## config.mk

```make
export PLATFORM = sky130hd
export DESIGN_NAME = word_extract_buffer
export DESIGN_NICKNAME = d
export VERILOG_FILES = /design/src/rtl/word_extract_buffer.sv
export SDC_FILE = /design/constraint.sdc
export NUM_CORES = 1
export LEC_CHECK = 0
export ABC_CLOCK_PERIOD_IN_PS = 5800
export CAP_MARGIN = 20
export CORE_MARGIN = 3
export CORE_UTILIZATION = 35
export DETAILED_ROUTE_END_ITERATION = 10
export PLACE_DENSITY = 0.61
export SLEW_MARGIN = 0
export SYNTH_ARGS = -nofsm -noshare
export SYNTH_HDL_FRONTEND = slang
export SYNTH_SLANG_ARGS = --single-unit
```

## constraint.sdc

```tcl
create_clock -name clk -period 5.8 [get_ports clk]
set_clock_uncertainty 0.1 [all_clocks]
set_input_delay 1.16 -clock clk [delete_from_list [all_inputs] [get_ports clk]]
set_output_delay 1.16 -clock clk [all_outputs]
set_load 0.05 [all_outputs]
```

## src/rtl/word_extract_buffer.sv

```systemverilog
// Single-line read buffer: serves 16-bit word reads from one buffered 128-bit line, fetching on a miss.
// Optional macro WORD_ALIGN_FORCE_EN forces offset bit 0 to zero before word extraction.
module word_extract_buffer (
    input  logic         clk,
    input  logic         reset,
    input  logic         mem_read,
    input  logic [15:0]  mem_address,
    output logic [15:0]  mem_rdata,
    output logic         mem_resp,
    input  logic         invalidate,
    output logic         pmem_read,
    output logic [15:0]  pmem_address,
    input  logic [127:0] pmem_rdata,
    input  logic         pmem_resp
);

    typedef enum logic [1:0] {
        IDLE    = 2'd0,
        FETCH   = 2'd1,
        RESPOND = 2'd2
    } state_e;

    state_e         state_q, state_d;
    logic [127:0]   line_q, line_d;
    logic [11:0]    tag_q, tag_d;
    logic           valid_q, valid_d;
    logic [3:0]     offset_q, offset_d;

    logic           hit;
    logic [3:0]     eff_offset;
    logic [7:0]     bit_idx;
    logic [135:0]   line_ext;

    always_ff @(posedge clk or posedge reset) begin
        if (reset) begin
            state_q  <= IDLE;
            line_q   <= '0;
            tag_q    <= '0;
            valid_q  <= 1'b0;
            offset_q <= '0;
        end else begin
            state_q  <= state_d;
            line_q   <= line_d;
            tag_q    <= tag_d;
            valid_q  <= valid_d;
            offset_q <= offset_d;
        end
    end

    assign hit = valid_q && (mem_address[15:4] == tag_q);

    always_comb begin
        // NOTE: every signal gets a hold/idle default first so no path can infer a latch.
        state_d   = state_q;
        line_d    = line_q;
        tag_d     = tag_q;
        valid_d   = valid_q;
        offset_d  = offset_q;
        mem_resp  = 1'b0;
        pmem_read = 1'b0;

        case (state_q)
            IDLE: begin
                if (mem_read) begin
                    offset_d = mem_address[3:0];
                    if (hit) begin
                        state_d = RESPOND;
                    end else begin
                        tag_d   = mem_address[15:4];
                        valid_d = 1'b0;
                        state_d = FETCH;
                    end
                end
            end
            FETCH: begin
                pmem_read = 1'b1;
                if (pmem_resp) begin
                    line_d  = pmem_rdata;
                    valid_d = 1'b1;
                    state_d = RESPOND;
                end
            end
            RESPOND: begin
                mem_resp = 1'b1;
                state_d  = IDLE;
            end
            default: state_d = IDLE;
        endcase

        // Invalidate wins over a fill landing in the same cycle; the fetch itself still completes.
        if (invalidate) begin
            valid_d = 1'b0;
        end
    end

    assign pmem_address = {tag_q, 4'b0000};

`ifdef WORD_ALIGN_FORCE_EN
    assign eff_offset = offset_q & 4'b1110;
`else
    assign eff_offset = offset_q;
`endif

    // Zero byte above the line so offset 15 reads 8'h00 in the high lane.
    assign line_ext  = {8'h00, line_q};
    assign bit_idx   = {1'b0, eff_offset, 3'b000};
    assign mem_rdata = mem_resp ? line_ext[bit_idx +: 16] : 16'h0000;

endmodule

```

==> impl_metrics.json, run 1 <==
{
  "hold-worst-slack_ns": 0.4039,
  "io_buffer_count": 178,
  "synthFlopType": "dfrtp_1",
  "netlist_area_um2": 7814,
  "worstMarginPinSlew_ns": 1.070,
  "die_w_um": 155.4,
  "clkLatencyLatePin_ns": 0.42,
  "r2r_cells": 4,
  "rows": 54,
  "power_leakage_nw": 4.010,
  "fp.dieH_um": 155.4,
  "diodes": 0,
  "regToRegStartpoint": "state_q[0]",
  "coreArea_um2": 21890,
  "start_util_pct": 35.69,
  "power.density_nw_per_um2": 587.6,
  "period_share_pct": 83.67,
  "crit_family": "flip-flops",
  "min_from": "line_q[106]",
  "antenna_found_initial": 1,
  "layout_common_cells": "clkdlybuf4s50_1 (178), dfrtp_1 (145), mux2_2 (128)",
  "setup_violations": 0,
  "h-tree-depth": 4,
  "grt_pass1_vias": 5725,
  "synth-edff-count": 0,
  "r2r_end": "line_q[125]",
  "gr-total-overflow": 0,
  "final_common_cell": "clkdlybuf4s50_1",
  "path_cells": "nor2b_1 > nand2_1 > o211ai_1 > o21ai_0 > o22ai_1 > clkdlybuf4s50_1",
  "synth-async-reset-ratio_pct": 100.0,
  "seqCellArea_um2": 3684,
  "layout-drive-gt1-share_pct": 29.95,
  "yosysWarningCount": 0,
  "ys_seq_area_share_pct": 47.08,
  "crit_fanout": 61,
  "drv_slew": 0,
  "hold_depth": 1,
  "min_to": "line_q[106]",
  "finalSetupTns_ns": 0,
  "syn2layout_area_growth_pct": 30.97,
  "critPathKind": "flop to output port",
  "ys_ff_latch": 147,
  "critical_path.slowest_cell": "dfrtp_4",
  "post-route-drc-count": 0,
  "nNetsFinal": 864,
  "power_mw": 6.013,
  "synth_cell_types": 39,
  "cts_setup_buffers": 0,
  "fmax_mhz": 206.1,
  "yosys-top-cells-area": "dfrtp_1 (47%), mux2_2 (18%), mux4_2 (9.8%), mux2i_1 (6.0%), buf_6 (2.6%)",
  "globalRouteTotalUtil_pct": 18.42,
  "die_area_um2": 24150,
  "ctsHoldBuffers": 0,
  "io_pins": 183,
  "clk_path_buf_depth": 2,
  "avgSynthCellArea_um2": 14.08,
  "cts.reportedPaths.clkPinSlew_ns": 0.07,
  "hold_path.class": "flop to flop",
  "hold_violations": 0,
  "drt-pass1-iter-count": 5,
  "wirelength_um": 22190,
  "slew-limit-headroom_pct": 28.64,
  "drt_iter0_drc": 440,
  "rsz0062_at_grt": "no",
  "grt_pass1_wl_um": 33780,
  "required_ns": 4.54,
  "globalplace.congestion": 0.8863,
  "multi_input_area_um2": 3767,
  "vdd_drop_max_mv": 0.3389,
  "avgRoutedWirePerCell_um": 22.01,
  "synth.top_cell.area_share_pct": 47.08,
  "critPathLaunchType": "flop",
  "status": "finished clean",
  "antenna_left": 0,
  "fin_util_pct": 46.75,
  "syn_inst": 555,
  "cts_made_buffers": 17,
  "root_buffer": "clkbuf_16",
  "vias": 5453,
  "r2r_slack_ns": 3.21,
  "maxCapViolCount": 0,
  "synth_area_leader_cell": "dfrtp_1",
  "cts_resized": 0,
  "period_needed_ns": 4.853,
  "hpwlAfterDp_um": 16950,
  "fill_cells": 1988,
  "via_per_inst": 5.410,
  "cts_sinks": 147,
  "cts_tree": "built",
  "max_stage_delay_ns": 1.01,
  "crit_buf_inv": 1,
  "grt_max_degree": 110,
  "critPathArrivalTime_ns": 3.59,
  "endpoint_kind": "output port",
  "path_depth": 6
}
[per-layer routing]
| metal | wire, µm | track usage [%] | up-vias |
|---|---|---|---|
| li1 | - | - | 2417 |
| met1 | 9578 | 24.63 | 2779 |
| met2 | 10360 | 28.91 | 224 |
| met3 | 1759 | 5.619 | 31 |
| met4 | 475 | 5.669 | 2 |
| met5 | 13 | 0 | - |
[cell usage after synthesis (3+ instances only)]
cell / count
dfrtp_1: 147
mux2_2: 128
mux2i_1: 47
mux4_2: 34
nand2_1: 30
buf_6: 18
o211ai_1: 18
mux2_1: 16
xnor2_1: 12
buf_2: 11
buf_4: 9
o21ai_0: 9
o22ai_1: 8
a32oi_1: 7
clkbuf_1: 7
mux2_4: 7
nand4_1: 7
nor2b_1: 5
o2111ai_1: 5
inv_1: 3
o21ai_1: 3
[flip-flops by register name, indices dropped and copies added (netlist names)]
name / flops
line_q: 128
valid_q: 1
tag_q: 12
state_q: 2
eff_offset: 4
[final cells by class]
cell class	count	share of cell area, %
multi-input cells	360	36.81
inverters	3	0.1589
well taps	280	3.423
clock buffers	17	4.157
flip-flops and latches	147	35.99
clock inverters	15	1.455
repair buffers	186	18.00
[cells by family (layout without fill, tap and decap cells)]
family,after synthesis,after routing,share of synthesized area [%]
simple gates,55,55,3.539
other cells,1,4,0.04799
xor+xnor,12,12,1.345
buf+inv,51,221,4.948
mux,232,232,37.92
flops,147,147,47.08
compound gates,57,57,5.124
[where the power goes]
group / total [mW] / internal, mW / switching (mW)
clock: 1.08 / 0.602 / 0.473
sequential: 2.21 / 1.56 / 0.649
combinational: 2.73 / 1.48 / 1.25
total: 6.01 / 3.64 / 2.37
[metrics by stage]
| step | cells | setup WS, ns | instance area, µm² |
|---|---|---|---|
| final | 1008 | 0.9472 | 10230 |
| after global routing | 1008 | 0.7757 | 10230 |
| after CTS | 1008 | 0.9808 | 10230 |
| after detailed placement | 976 | 1.459 | 9659 |
| after global placement | 976 | 1.480 | 9659 |
| after floorplan | 558 | 0.5887 | 7825 |
[worst max-delay path by stage]
stage / from / endpoint / slack [ns]
final: eff_offset[0] / mem_rdata[8] / 0.95
after global routing: eff_offset[0] / mem_rdata[8] / 0.78
after detailed placement: eff_offset[0] / mem_rdata[15] / 1.46
after CTS: eff_offset[0] / mem_rdata[15] / 0.98
after floorplan: reset / eff_offset[0] / 0.59
after global placement: eff_offset[0] / mem_rdata[8] / 1.48
(Power assumes the default switching activity.)
==> run 2: changes to the inputs <==
--- a/config.mk
+++ b/config.mk
@@ -5,12 +5,12 @@
 export SDC_FILE = /design/constraint.sdc
 export NUM_CORES = 1
 export LEC_CHECK = 0
-export ABC_CLOCK_PERIOD_IN_PS = 5800
+export ABC_CLOCK_PERIOD_IN_PS = 4300
 export CAP_MARGIN = 20
 export CORE_MARGIN = 3
 export CORE_UTILIZATION = 35
 export DETAILED_ROUTE_END_ITERATION = 10
-export PLACE_DENSITY = 0.61
+export PLACE_DENSITY = 0.64
 export SLEW_MARGIN = 0
 export SYNTH_ARGS = -nofsm -noshare
 export SYNTH_HDL_FRONTEND = slang
==> constraint.sdc (replaced) <==
create_clock -name clk -period 4.3 [get_ports clk]
set_clock_uncertainty 0.1 [all_clocks]
set_input_delay 0.86 -clock clk [delete_from_list [all_inputs] [get_ports clk]]
set_output_delay 0.86 -clock clk [all_outputs]
set_load 0.05 [all_outputs]
==> run 2 against run 1 <==
  * Flip-flop and latch count stayed put
  * Routed wire length fell by 0.57%
  * Worst hold slack better by 0.0090 ns
  * Global-route usage fell by 0.073 points
  * Sequential share of layout area is 0.32 points lower
  * Largest cell class unchanged
  * Highest routed layer is now met4
==> impl_metrics.json, run 2 (synthesized netlist as in run 1, its figures left out) <==
{
  "status": "finished clean",
  "worst_slack_ns": 0.1705,
  "hold_path.class": "flop to flop",
  "route.layer.met1.wl_um": 9323,
  "die_w_um": 155.4,
  "min_to": "line_q[2]",
  "syn2layout_area_growth_pct": 32.15,
  "required_ns": 3.34,
  "min_from": "line_q[2]",
  "grt_pass1_wl_um": 33500,
  "die_area_um2": 24150,
  "avgRoutedWirePerCell_um": 21.87,
  "io_buffer_count": 178,
  "worstMarginPinSlew_ns": 1.045,
  "cts_tree": "built",
  "maxCapViolCount": 0,
  "endpoint_kind": "output port",
  "grt_max_degree": 148,
  "fp.dieH_um": 155.4,
  "seqPwrFrac_pct": 35.4,
  "period_needed_ns": 4.130,
  "dp.cells": 978,
  "cts_setup_buffers": 0,
  "start_util_pct": 35.69,
  "rsz0062_at_grt": "no",
  "power_mw": 8.296,
  "layout-drive-gt1-share_pct": 31.14,
  "drt_iter0_drc": 457,
  "fmax_mhz": 242.2,
  "p_sw_share_pct": 38.05,
  "hold_violations": 0,
  "fin_cells": 1009,
  "cts_sinks": 147,
  "crit_fanout": 23,
  "io_pins": 183,
  "via_per_inst": 5.339,
  "hold_depth": 1,
  "dp_slack_ns": 0.6025,
  "power_leakage_nw": 4.078,
  "coreArea_um2": 21890,
  "period_share_pct": 96.04,
  "dr.max_layer_used": "met4",
  "grt_pass1_vias": 5509,
  "wl_met2_um": 10360,
  "largest_reg_flops": 128,
  "antenna_found_initial": 0,
  "root_buffer": "clkbuf_16",
  "finalSetupTns_ns": 0,
  "clkLatencyLatePin_ns": 0.42,
  "drt-pass1-iter-count": 6,
  "vdd_drop_max_mv": 0.4820,
  "p_int_mw": 5.140,
  "power.clock.fraction_pct": 19.4,
  "wirelength_um": 22070,
  "drv_slew": 0,
  "setup_violations": 0,
  "r2r_end": "tag_q[10]",
  "globalRouteTotalUtil_pct": 18.35,
  "critPathLaunchType": "flop",
  "r2r_cells": 4,
  "clk_path_buf_depth": 2,
  "rows": 54,
  "antenna_left": 0,
  "ctsHoldBuffers": 0,
  "cts.reportedPaths.clkPinSlew_ns": 0.06,
  "critPathKind": "flop to output port",
  "regToRegStartpoint": "state_q[1]",
  "gr-total-overflow": 0,
  "cts_made_buffers": 17,
  "p_switching_mw": 3.156,
  "nNetsFinal": 866,
  "cts_resized": 0,
  "post-route-drc-count": 0,
  "layout_common_cells": "clkdlybuf4s50_1 (170), dfrtp_1 (145), mux2_2 (128)",
  "fill_cells": 1980,
  "fin_util_pct": 47.17,
  "top_register": "line_q",
  "critPathArrivalTime_ns": 3.17,
  "power.density_nw_per_um2": 803.4,
  "wl_met3_um": 2052,
  "globalplace.congestion": 0.9096,
  "r2r_slack_ns": 1.96,
  "pwr-share-comb_pct": 45.2,
  "place_area_um2": 9691,
  "hpwlAfterDp_um": 16690,
  "h-tree-depth": 4,
  "diodes": 0,
  "hold-worst-slack_ns": 0.4129,
  "vias": 5387,
  "fin_area_um2": 10330,
  "final_common_cell": "clkdlybuf4s50_1",
  "slew-limit-headroom_pct": 30.17
}
run 2: cell count changes in the layout (fill, tap and decap cells not counted), sizes merged:
cell,delta
bufinv,+4
clkdlybuf4s50,-8
inv,-6
buf,+10
clkinv,+1
run 2: critical path: stages, from the launching register on:
cell	delay (ns)
dfrtp_2	0.71
buf_4	0.36
mux2i_1	0.15
o211ai_1	0.17
o21ai_0	0.16
o22ai_1	0.31
clkdlybuf4s50_1	0.87
run 2: worst max path at each step:
stage | startpoint | end | slack [ns] | cells past startpoint
after global routing | eff_offset[0] | mem_rdata[8] | 0.01 | 6
after detailed placement | eff_offset[0] | mem_rdata[8] | 0.60 | 6
after CTS | eff_offset[0] | mem_rdata[8] | 0.14 | 6
final | eff_offset[1] | mem_rdata[8] | 0.17 | 6
after floorplan | state_q[0] | mem_rdata[4] | 1.09 | 5
after global placement | eff_offset[0] | mem_rdata[8] | 0.62 | 6
run 2: metal layers:
layer	global-route usage (%)	vias up
li1	-	2412
met1	24.72	2719
met2	28.45	238
met3	6.231	18
met4	5.002	0
met5	0	-
run 2: final cells by class:
cell class	instances	area (µm²)	area share, %
Multi-Input combinational cell	360	3767	36.48
Timing Repair Buffer	188	1874	18.15
Inverter	3	15.01	0.1454
Clock inverter	14	210.2	2.036
Sequential cell	147	3684	35.67
Clock buffer	17	425.4	4.120
Tap cell	280	350.3	3.393
run 2: power by group through the flow:
stage / Sequential (mW) / Combinational [mW] / Clock (mW)
floorplan: 2.66 / 2.93 / 0
CTS: 2.92 / 3.76 / 1.64
finish: 2.93 / 3.75 / 1.61
global route: 3.03 / 4.01 / 1.71
global placement: 2.93 / 3.68 / 0
detailed placement: 2.93 / 3.74 / 0
